==> src/rtl/dispatch_pkg.sv <==
// rtl/dispatch_pkg.sv - shared state encoding and default payload width for the 4-way dispatcher
package dispatch_pkg;

    localparam int DW_DEFAULT = 16;

    typedef enum logic {
        IDLE  = 1'b0,
        ROUTE = 1'b1
    } state_t;

endpackage

==> src/rtl/rr_pick4.sv <==
// rtl/rr_pick4.sv - round-robin destination pick from ptr, preferring enabled-and-ready over merely enabled
module rr_pick4
    import dispatch_pkg::*;
(
    input  logic [1:0] ptr,
    input  logic [3:0] en,
    input  logic [3:0] dstRdy,
    output logic [1:0] sel
);

    logic [1:0] idx;
    logic [1:0] selRdy;
    logic [1:0] selEn;
    logic       hitRdy;

    // Scanning from the far end leaves the candidate closest to ptr as the final assignment.
    always_comb begin
        idx    = ptr;
        selRdy = ptr;
        selEn  = ptr;
        hitRdy = 1'b0;
        for (int i = 3; i >= 0; i--) begin
            idx = ptr + 2'(i);
            if (en[idx] && dstRdy[idx]) begin
                selRdy = idx;
                hitRdy = 1'b1;
            end
            if (en[idx]) begin
                selEn = idx;
            end
        end
        sel = hitRdy ? selRdy : selEn;
    end

endmodule

==> src/rtl/demux4_dispatch.sv <==
// rtl/demux4_dispatch.sv - single-token buffer routing each payload to one of four destinations
module demux4_dispatch
    import dispatch_pkg::*;
#(
    parameter int DW = DW_DEFAULT
) (
    input  logic          clk,
    input  logic          rst,
    input  logic          InVld,
    input  logic [DW-1:0] InData,
    output logic          InRdy,
    input  logic [3:0]    En,
    input  logic [3:0]    DstRdy,
    output logic [3:0]    OutVld,
    output logic [DW-1:0] OutData,
    output logic [1:0]    S,
    output logic          Busy,
    output logic [7:0]    XferCnt
);

    state_t        state;
    state_t        stateNext;
    logic [1:0]    ptr;
    logic [1:0]    sel;
    logic [1:0]    pick;
    logic [DW-1:0] buffer;
    logic          accept;
    logic          handshake;

    rr_pick4 uPick (
        .ptr    (ptr),
        .en     (En),
        .dstRdy (DstRdy),
        .sel    (pick)
    );

    always_comb begin
        stateNext = state;
        InRdy     = 1'b0;
        accept    = 1'b0;
        handshake = 1'b0;
        case (state)
            IDLE: begin
                InRdy  = (En != 4'b0000);
                accept = InVld & InRdy;
                if (accept) stateNext = ROUTE;
            end
            ROUTE: begin
                handshake = DstRdy[sel];
                if (handshake) stateNext = IDLE;
            end
        endcase
    end

    always_ff @(posedge clk or posedge rst) begin
        if (rst) state <= IDLE;
        else     state <= stateNext;
    end

    // sel is frozen at acceptance so later En/DstRdy changes cannot redirect a held token.
    always_ff @(posedge clk or posedge rst) begin
        if (rst) begin
            ptr     <= 2'd0;
            sel     <= 2'd0;
            buffer  <= '0;
            XferCnt <= 8'd0;
        end else begin
            if (accept) begin
                buffer <= InData;
                sel    <= pick;
            end
            if (handshake) begin
                ptr     <= sel + 2'd1;
                XferCnt <= XferCnt + 8'd1;
            end
        end
    end

    assign OutVld  = (state == ROUTE) ? (4'b0001 << sel) : 4'b0000;
    assign OutData = buffer;
    assign S       = sel;
    assign Busy    = (state == ROUTE);

endmodule

==> config.mk <==
export PLATFORM = sky130hd
export DESIGN_NAME = demux4_dispatch
export DESIGN_NICKNAME = d
export VERILOG_FILES = /design/src/rtl/dispatch_pkg.sv /design/src/rtl/rr_pick4.sv /design/src/rtl/demux4_dispatch.sv
export SDC_FILE = /design/constraint.sdc
export NUM_CORES = 1
export LEC_CHECK = 0
export CORE_MARGIN = 2
export CORE_UTILIZATION = 44
export DETAILED_ROUTE_END_ITERATION = 10
export GPL_TIMING_DRIVEN = 0
export PLACE_DENSITY_LB_ADDON = 0.2
export SLEW_MARGIN = 0
export SYNTH_ARGS = -nofsm -noshare
export SYNTH_HDL_FRONTEND = slang
export SYNTH_SLANG_ARGS = --single-unit
==> constraint.sdc <==
create_clock -name clk -period 2.09 [get_ports clk]
set_input_delay 0.418 -clock clk [delete_from_list [all_inputs] [get_ports clk]]
set_output_delay 0.418 -clock clk [all_outputs]
set_load 0.03 [all_outputs]
# [After elaboration in Yosys (flattened, before gate mapping)]
# Cells that the tools add are included.
[totals] inputBits=27 reg_bits=29 out_inout_bits=32 elab_cells=61
[classes] addsub=5 order_cmp=5 n_mux=38 n_bitwise=2 reduce_logical=5 n_shift=1
[ops] op="$bmux 1 s2" n=9
[ops] op="$mux 1" n=18
[ops] op="$mux 2" n=9
[ops] op="$lt 2x3->1 const B" n=5
[ops] op="$add 8x1->8 const B" n=1
[ops] op="$add 2x1->2 const B" n=2
[ops] op="$add 2x2->2 const B" n=2
[ops] op="$logic_and 1x1->1" n=4
[ops] op="$mux 4" n=1
[ops] op="$reduce_bool 4->1" n=1
[ops] op="$shl 1x2->4 const A" n=1
[ops] op="$pmux 1 s2" n=1
[ops] op="$and 1x1->1" n=1
[ops] op="$not 1->1" n=1

# [Longest topological paths before layout]
[logic_depth] word_depth=9 ltp_mapped=7 mapped_depth_nobuf=5

# [Cells and area by module]
# A second synthesis with hierarchy kept.
[unflattened] hier_cells=150 area_unflattened_um2=1788.0
[by_module_without_submodules] module="demux4_dispatch" seq_area_each_um2=725.7 instances=1 cells_per_inst=95 area_each_um2=1336.3
[by_module_without_submodules] module="rr_pick4" seq_area_each_um2=0.0 instances=1 cells_per_inst=55 area_each_um2=451.7

# [Worst setup path after synthesis]
# OpenSTA, ideal clock, no wires.
[synth_path] path_kind="register -> register" start="reg sel[0], in the netlist S[0]" end="reg XferCnt[1]" stages_incl_launch_ff=4 setup_ns=0.128 setup_slack_ns=0.306 required_ns=1.962 n_path_buf=0 arrival_time_ns=1.656 synth_period_minus_slack_ns=1.784 path_cell_list="dfrtp_1 mux4_2 nand2_2 mux2_1"
[synth_between] elab_chain_len=3
[synth_rtl] element="start: declaration" line="demux4_dispatch.sv:24" rtl="logic [1:0] sel;"
[synth_rtl] element="start signal: assignment" line="demux4_dispatch.sv:70" rtl="sel <= pick;"
[synth_rtl] element="$bmux 1 s2" line="demux4_dispatch.sv:49" rtl="handshake = DstRdy[sel];"
[synth_rtl] element="$mux 1 (not written as such)" line="demux4_dispatch.sv:49"
[synth_rtl] element="$mux 1" line="demux4_dispatch.sv:42" rtl="case (state)"
[synth_rtl] element="end signal: assignment" line="demux4_dispatch.sv:74" rtl="XferCnt <= XferCnt + 8'd1;"
[synth_rtl] element="end: declaration" line="demux4_dispatch.sv:18" rtl="output logic [7:0] XferCnt"
# Every way passes these cells. The select of a mux whose other input is x is not followed.
# A chain may end at the register's enable or synchronous reset.

# [Worst setup path in the final report]
[layout_path] start="in En[3]" end="out InRdy"
[layout_between] elab_chain_len=2
[layout_rtl] element="start: declaration" line="demux4_dispatch.sv:12" rtl="input logic [3:0] En,"
[layout_rtl] element="$reduce_bool 4->1" line="demux4_dispatch.sv:44" rtl="InRdy = (En != 4'b0000);"
[layout_rtl] element="$mux 1" line="demux4_dispatch.sv:42"
[layout_rtl] element="end: declaration" line="demux4_dispatch.sv:11" rtl="output logic InRdy,"
# Every way passes these cells.

==> summary.txt <==
Yosys
  • Syn Inst Count: 144
  • Area contributors post-synth: dfrtp_1 45%, mux2_1 12%, ha_1 3.8%
  • Seq/Total Area, Yosys: 0.446
  • EDFF count, synth: 0
  • Synth cell types: 49
  • Leading area contributor after synthesis: dfrtp_1
  • #FFs+latches synth: 29
  • YS warnings: 0
  • Top_reg_cell synth: dfrtp_1
  • Synthesized net count: 176
  • Syn avg cell area: 11.3 um^2
  • Synthesized area: 1630 um^2
  • Top-area cell type share of the netlist area: 0.446
  • Synth async-reset ratio: 1.00

Critical path
  • Required @ worst endpoint: 1670 ps
  • CP startpoint kind: input pin
  • CP Class: input pin to primary output
  • Endpoint type of the worst setup path: primary output
  • Worst-path fanout max: 7
  • Worst path arrival time: 1540 ps

GRT
  • Largest net degree at the start of global routing: 30
  • Vias in the first global route: 1274
  • First-pass GRT wire length: 5810 um
  • GR Util All Layers: 0.180
  • Initial antenna violation count: 0
  • Grt ovf: 0

Clock tree
  • CTS Buf Count: 5
  • Root buffer cell: clkbuf_8
  • CTS H-Tree Depth: 2
  • Worst-Skew Late Latency: 270 ps
  • Hold bufs inserted after CTS: 0
  • Clock sinks: 29
  • Post-cts resize count: 9
  • Worst-path clk slew: 60 ps
  • Post-CTS Setup Inserts: 0
  • CTS tree: done
  • Maximum clock path buffer count: 2

Placed design
  • GP Congestion: 0.790
  • IO Port Bufs: 56
  • Hpwl dp: 2590 um

Min path
  • HP Class: flop to flop

STA
  • Final Hold Vio Count: 0
  • RSZ-0062 raised after global routing: no
  • Fin crit share: 0.936
  • Hold_ws: 488 ps
  • Pins Over Slew Limit: 0
  • Slew headroom: 0.275
  • Final setup viols: 0
  • Fin crit period: 1960 ps
  • Worst slew pin tran: 1090 ps
  • Max Clk Rate: 511 MHz
  • Clock skew: 6.38 ps

Floorplan
  • Die area: 4200 um^2
  • # IOs: 59
  • Core ar.: 3610 um^2
  • Starting density of the core: 0.451
  • FP Rows: 22
  • Die X-Extent: 64.8 um
  • Die H: 64.8 um

Power
  • Cell Pwr Density: 1470 nW/um^2
  • Pleak: 1.00 nW
  • Peak VDD IR: 0.833 mV

Detailed routing
  • Drt initial violations: 67
  • DR vias: 1322
  • WL per Instance: 13.5 um
  • Drc violations: 0
  • TritonRoute pass-1 iters: 4
  • Drt total wl: 3450 um
  • Via-to-Cell Ratio: 5.18
  • Post-DRT Antenna Nets: 0

Finish
  • Commonest non-fill, non-tap cell in the layout: clkdlybuf4s50_1
  • Area grow syn2layout: 43.0%
  • Nets: 238
  • Most frequent cells in the layout: 49 x clkdlybuf4s50_1, 28 x dfrtp_1, 18 x mux2_1, 15 x nand2_1, 7 x dlygate4sd2_1
  • # diodes: 0
  • Fillcell total: 310
  • Final Core Density: 0.646
  • Layout cells sized above 1: 0.130

Run status
  • Status: complete, no violations

Flow run
  • Max-cap violations: 0
==> area by class of cell <==
class                           instances  area (um^2)  area share
Multi-Input combinational cell        101          820       0.352
Sequential cell                        29          727       0.312
Timing Repair Buffer                   56          552       0.237
Clock buffer                            6         72.6      0.0312
Buffer                                  7         65.1      0.0279
Tap cell                               48         60.1      0.0258
Inverter                                6         22.5     0.00967
Clock inverter                          2         10.0     0.00430
==> kinds of logic after synthesis <==
group / after synthesis / synth area share
AO/OA/AOI/OAI: 22 / 0.105
XOR/XNOR: 7 / 0.0377
adder cells (fa/ha/maj): 6 / 0.0446
buffers and inverters: 14 / 0.0561
flip-flops: 29 / 0.446
multiplexers: 20 / 0.145
AND/OR/NAND/NOR: 46 / 0.167
==> metal layers <==
metal	global-route usage	up-vias	wire length [um]
met2	0.281	55	1630
met4	0.0479	0	13
met5	0	-	0
met1	0.232	629	1510
li1	-	636	-
met3	0.0712	2	299
==> metrics by stage <==
stage	cells	setup TNS [ps]	power (W)	setup slack (ps)	area, um^2
4_1_cts	255	0	0.00346	126	2330
5_1_grt	255	0	0.00366	63.7	2330
3_3_place_gp	248	-2600	0.00300	-348	2250
6_report	255	0	0.00342	135	2330
2_1_floorplan	144	0	0.00227	306	1630
3_5_place_dp	248	-3380	0.00304	-413	2250
==> Yosys cell counts (2+ instances only) <==
cell type,n
nand3_1,3
dfrtp_1,29
inv_1,6
xor2_1,2
nand2_1,15
o221ai_1,3
a21o_1,2
and2_1,5
buf_6,4
and4_2,2
ha_1,5
nor2_1,5
a21oi_1,4
xnor2_1,5
mux2_1,18
nand4_1,3
==> state kept, by name (all words and copies together) (netlist names) <==
name	count
XferCnt	8
S	2
OutData	16
ptr	2
Busy	1
==> power by group <==
part           switching (W)  internal (W)  total, W
combinational        0.00107      0.000876   0.00195
clock               0.000202      0.000230  0.000432
sequential          0.000217      0.000825   0.00104
==> final timing paths <==
kind	to	depth (start not counted)	startpoint	slack (ps)
worst max-delay path	InRdy	4	En[3]	130
worst min-delay path	OutData[0]	1	OutData[0]	490
worst max register to register	XferCnt[1]	3	S[0]	450
worst min register to register	OutData[0]	1	OutData[0]	490
max in group asynchronous	S[0]	2	rst	650
min in group asynchronous	OutData[6]	2	rst	720
==> critical path: stages <==
cell	delay, ps
dlygate4sd2_1	330
nor4_4	360
nor2_1	70
dlygate4sd2_1	360
Note: power is estimated with default switching activity, not from simulation.
